`config.mk`:
```
export PLATFORM = sky130hd
export DESIGN_NAME = max_pool_stream
export DESIGN_NICKNAME = d
export VERILOG_FILES = /design/src/rtl/max_pool_stream.sv
export SDC_FILE = /design/constraint.sdc
export NUM_CORES = 1
export LEC_CHECK = 0
export ABC_AREA = 1
export CAP_MARGIN = 20
export CORE_ASPECT_RATIO = 1.2
export CORE_MARGIN = 3
export CORE_UTILIZATION = 45
export DETAILED_ROUTE_END_ITERATION = 16
export SYNTH_ARGS = -nofsm -noshare
export SYNTH_HDL_FRONTEND = slang
export SYNTH_SLANG_ARGS = --single-unit
```
`constraint.sdc`:
```
create_clock -name clk -period 4 [get_ports clk]
set_input_delay 1 -clock clk [delete_from_list [all_inputs] [get_ports clk]]
set_output_delay 1 -clock clk [all_outputs]
set_load 0.01 [all_outputs]
```
`src/rtl/max_pool_stream.sv`:
```
// 2x2 stride-2 signed max pooling over a raster-order feature-map stream, tagged with kernel index.
// Optional fused ReLU on the pooled output: define MAX_POOL_STREAM_RELU_EN.
module max_pool_stream #(
    parameter int BitSize    = 32,
    parameter int ImageWidth = 4,
    parameter int NumberOfK  = 4,
    localparam int KW = (NumberOfK > 1) ? $clog2(NumberOfK) : 1
) (
    input  logic               clk,
    input  logic               res_n,
    input  logic               in_valid,
    input  logic [BitSize-1:0] in_data,
    input  logic               in_image_done,
    output logic               out_valid,
    output logic [BitSize-1:0] out_data,
    output logic [KW-1:0]      out_kernel_idx,
    output logic               out_map_done,
    output logic               out_all_done,
    output logic               sync_err
);

    localparam int CW  = $clog2(ImageWidth);
    localparam int HW  = ImageWidth / 2;
    localparam int LBW = (HW > 1) ? $clog2(HW) : 1;
    localparam logic [CW-1:0] COL_LAST = CW'(ImageWidth - 1);
    localparam logic [KW-1:0] K_LAST   = KW'(NumberOfK - 1);

    logic [CW-1:0]              col_q, col_d;
    logic [CW-1:0]              row_q, row_d;
    logic [KW-1:0]              kernel_q, kernel_d;
    logic signed [BitSize-1:0]  pair_q, pair_d;
    logic signed [BitSize-1:0]  line_buf_q [HW];
    logic signed [BitSize-1:0]  line_buf_d [HW];
    logic                       sync_err_q, sync_err_d;
    logic                       out_valid_q, out_valid_d;
    logic signed [BitSize-1:0]  out_data_q, out_data_d;
    logic [KW-1:0]              out_kernel_idx_q, out_kernel_idx_d;
    logic                       out_map_done_q, out_map_done_d;
    logic                       out_all_done_q, out_all_done_d;

    logic                       col_last, row_last, early_done;
    logic [LBW-1:0]             lb_idx;
    logic signed [BitSize-1:0]  pixel, hmax, result, result_act;

    assign pixel      = $signed(in_data);
    assign col_last   = (col_q == COL_LAST);
    assign row_last   = (row_q == COL_LAST);
    assign early_done = in_image_done && !(col_last && row_last);
    assign lb_idx     = LBW'(col_q >> 1);
    assign hmax       = (pixel > pair_q) ? pixel : pair_q;
    assign result     = (line_buf_q[lb_idx] > hmax) ? line_buf_q[lb_idx] : hmax;

`ifdef MAX_POOL_STREAM_RELU_EN
    assign result_act = result[BitSize-1] ? '0 : result;
`else
    assign result_act = result;
`endif

    always_comb begin
        col_d            = col_q;
        row_d            = row_q;
        kernel_d         = kernel_q;
        pair_d           = pair_q;
        line_buf_d       = line_buf_q;
        sync_err_d       = sync_err_q;
        out_valid_d      = 1'b0;
        out_data_d       = out_data_q;
        out_kernel_idx_d = out_kernel_idx_q;
        out_map_done_d   = 1'b0;
        out_all_done_d   = 1'b0;

        if (in_valid) begin
            if (early_done) begin
                // Resynchronise: treat the map as finished and restart at pixel 0 of the next kernel.
                sync_err_d = 1'b1;
                col_d      = '0;
                row_d      = '0;
                pair_d     = '0;
                kernel_d   = (kernel_q == K_LAST) ? '0 : kernel_q + 1'b1;
            end else begin
                if (!col_q[0]) begin
                    pair_d = pixel;
                end else if (!row_q[0]) begin
                    line_buf_d[lb_idx] = hmax;
                end else begin
                    out_valid_d      = 1'b1;
                    out_data_d       = result_act;
                    out_kernel_idx_d = kernel_q;
                    out_map_done_d   = col_last && row_last;
                    out_all_done_d   = col_last && row_last && (kernel_q == K_LAST);
                end

                if (col_last) begin
                    col_d = '0;
                    if (row_last) begin
                        row_d    = '0;
                        kernel_d = (kernel_q == K_LAST) ? '0 : kernel_q + 1'b1;
                    end else begin
                        row_d = row_q + 1'b1;
                    end
                end else begin
                    col_d = col_q + 1'b1;
                end
            end
        end
    end

    always_ff @(posedge clk or negedge res_n) begin
        if (!res_n) begin
            col_q            <= '0;
            row_q            <= '0;
            kernel_q         <= '0;
            pair_q           <= '0;
            for (int i = 0; i < HW; i++) begin
                line_buf_q[i] <= '0;
            end
            sync_err_q       <= 1'b0;
            out_valid_q      <= 1'b0;
            out_data_q       <= '0;
            out_kernel_idx_q <= '0;
            out_map_done_q   <= 1'b0;
            out_all_done_q   <= 1'b0;
        end else begin
            col_q            <= col_d;
            row_q            <= row_d;
            kernel_q         <= kernel_d;
            pair_q           <= pair_d;
            line_buf_q       <= line_buf_d;
            sync_err_q       <= sync_err_d;
            out_valid_q      <= out_valid_d;
            out_data_q       <= out_data_d;
            out_kernel_idx_q <= out_kernel_idx_d;
            out_map_done_q   <= out_map_done_d;
            out_all_done_q   <= out_all_done_d;
        end
    end

    assign out_valid      = out_valid_q;
    assign out_data       = out_data_q;
    assign out_kernel_idx = out_kernel_idx_q;
    assign out_map_done   = out_map_done_q;
    assign out_all_done   = out_all_done_q;
    assign sync_err       = sync_err_q;

endmodule

```
==> flow_metrics.py <==
metrics = {
    "status": {
        "status": "finished with violations",
        "violations": "negative setup slack",
    },
    "setup_path": {
        "end_kind": "flop",
        "r2r_setup_slack_ns": -0.11,
        "slowest_stage": "ha_4",
        "r2r-end": "out_data[16]",
        "crit_arrival_ns": 4.58,
        "reg2reg_depth": 32,
        "cp_data_required_time_ns": 4.32,
        "timing.rr.start": "pair_q[5]",
        "cp-start-kind": "input port",
        "cp_max_fo": 7,
        "slowest_delay_ns": 0.30,
        "crit_type": "in2reg",
    },
    "worst_hold_path": {
        "hold_path.startpoint": "out_data[29]",
        "worstHoldPathType": "reg2reg",
        "hold_end": "out_data[29]",
        "min_path_cells": 2,
    },
    "detailed_routing": {
        "num_vias": 9035,
        "ant_nets": 0,
        "vias_per_cell": 5.43,
        "first_iter_violations": 845,
        "first_pass_iters": 5,
        "postRouteWirelength_um": 29800,
        "wl_per_cell_um": 17.9,
        "remaining_drc_errors": 0,
    },
    "yosys": {
        "ys_ff_latch": 140,
        "synth_nets": 1280,
        "synth_top_area_share_pct": 40.3,
        "synthTopCellsByArea": "dfrtp_1 (40%), nand2_1 (16%), ha_1 (9.6%)",
        "yosysUniqueCellTypes": 29,
        "synth_cells": 1177,
        "yosys.area.top_type": "dfrtp_1",
        "syn_area_um2": 8700,
        "yosys_warnings": 0,
        "ys_seq_area_share_pct": 40.3,
        "syn_area_per_cell_um2": 7.39,
    },
    "clock_tree": {
        "numClockSinks": 140,
        "cts_root_buf": "clkbuf_16",
        "clk_pin_slew_worst_paths_ns": 0.07,
        "hold_buffers": 0,
        "clock_latency_ns": 0.43,
        "cts.htree.levels": 4,
        "cts_inserted_buffers": 17,
        "cts_tree": "yes",
        "clock_path_buffers": 2,
    },
    "timing": {
        "whs_ns": 0.472,
        "timing.fmax_mhz": 235,
        "post-route-min-period_ns": 4.26,
        "tightest_slew_ns": 0.898,
        "post-route-period-util_pct": 106,
        "setup_viol": 34,
        "rsz0062_at_grt": "true",
        "final_max_slew_viol_count": 0,
        "setup_slack_ns": -0.259,
        "finalHoldViolations": 0,
        "relSlewSlack_pct": 39.9,
        "finalClockSkew_ns": 0.0130,
    },
    "layout": {
        "fin_nets": 1498,
        "diodes": 0,
        "fin_area_um2": 13100,
        "fin_util_pct": 69.4,
        "drive_above_1_share_pct": 34.4,
        "area_growth_pct": 51.1,
        "final_cells": 1664,
    },
    "floorplanning": {
        "ios": 74,
        "dieArea_um2": 21000,
        "initial_core_util_pct": 46.0,
        "die_x_um": 133,
        "die_y_um": 158,
        "rows": 55,
        "fp.coreArea_um2": 18900,
    },
    "grt": {
        "grt_max_degree": 78,
        "grt_pass1_vias": 9195,
        "track_usage_pct": 28.4,
        "grt_remaining_overflow": 0,
        "grt_pass1_wl_um": 47300,
        "antenna_found_initial": 0,
    },
    "power_and_ir_drop": {
        "ir_drop_v": 0.000412,
        "powerDensity_nw_per_um2": 714,
        "p_leak_nw": 6.66,
    },
    "flow_run": {
        "maxCapViolCount": 0,
    },
    "placed_design": {
        "dp_hpwl_um": 17500,
        "gp_congestion": 0.832,
        "place_inst": 1570,
        "portBuffers": 73,
        "dpl_cell_area_um2": 10600,
        "post-place-ws_ns": -1.04,
    },
}
cell families after synthesis:
| logic type | share of synthesized area [%] |
|---|---|
| fa+ha+maj | 9.64 |
| compound gates | 11.0 |
| buf+inv | 9.88 |
| simple gates | 29.1 |
| flops | 40.3 |
| mux | 0.115 |
synth_stat cells, drive strengths merged:
| master | instances |
|---|---|
| nand2 | 369 |
| o22ai | 32 |
| nand4 | 68 |
| mux2i | 1 |
| or2 | 31 |
| clkinv | 1 |
| nor4 | 1 |
| nand3 | 72 |
| nor3 | 3 |
| buf | 21 |
| o21a | 3 |
| nor2 | 26 |
| a21oi | 34 |
| clkbuf | 42 |
| inv | 156 |
| ha | 67 |
| o21ai | 106 |
| o21bai | 1 |
| a21o | 3 |
| dfrtp | 140 |
cell type report:
type | instances | area, um2
clock buffers | 17 | 425
clock inverters | 15 | 186
fillers | 1506 | 5790
inverters | 157 | 592
multi-input cells | 817 | 5530
flip-flops and latches | 140 | 3500
well taps | 256 | 320
repair buffers | 262 | 2580
worst max path at each step:
| stage | endpoint | startpoint | cells after the start |
|---|---|---|---|
| 4_1_cts | out_data[30] | in_data[19] | 30 |
| 2_1_floorplan | out_data[10] | in_data[23] | 22 |
| 3_5_place_dp | out_data[29] | in_data[31] | 28 |
| 6_report | out_data[16] | in_data[11] | 30 |
| 3_3_place_gp | out_data[29] | in_data[31] | 28 |
| 5_1_grt | out_data[24] | in_data[5] | 30 |
cell usage in the layout (no fill, tap or decap), drive strengths merged:
master,n
bufinv,3
inv,160
nor4,1
a21o,3
nor3,3
buf,213
ha,67
a21oi,34
o21ai,106
clkinv,8
clkdlybuf4s50,40
clkinvlp,1
o22ai,32
nor2,26
dfrtp,140
nand3,72
o21bai,1
clkdlybuf4s15,2
clkbuf,20
mux2i,1
bufbuf,4
nand2,369
or2,31
nand4,68
o21a,3
flip-flops by register name, summed over array words and instances, names as in the netlist:
signal	count
out_map_done	1
out_all_done	1
row_q	2
pair_q	32
sync_err	1
out_data	32
out_kernel_idx	2
line_buf_q	64
col_q	2
out_valid	1
kernel_q	2
power breakdown:
part,switching [mW],internal (mW)
clock,0.683,0.991
sequential,0.285,1.93
combinational,2.87,2.62
total,3.84,5.55
critical path, delay by kind of cell:
kind / cells / cell delay, ns
buf+inv: 7 / 1.00
fa+ha+maj: 2 / 0.55
simple gates: 19 / 1.72
compound gates: 2 / 0.32
timing repair:
item	CTS	global route
gates cloned	11	2
buffers inserted	41	10
pin swaps	76	74
endpoints found under the setup margin	32	34
resized for setup	278	107
per-layer routing:
metal | GRT usage [%] | part of all wire (%)
met2 | 49.4 | 49
met1 | 35.6 | 42
met3 | 4.55 | 6.1
met4 | 10.7 | 2.9
met5 | 0 | 0
stage by stage:
| step | total power [mW] | setup TNS, ns |
|---|---|---|
| global placement | 5.90 | -30.55 |
| detailed placement | 5.98 | -32.31 |
| floorplan | 4.43 | 0 |
| global route | 9.99 | -14.81 |
| CTS | 8.71 | -0.534 |
| finish | 9.38 | -7.67 |
Note: power is estimated with default switching activity, not from simulation.
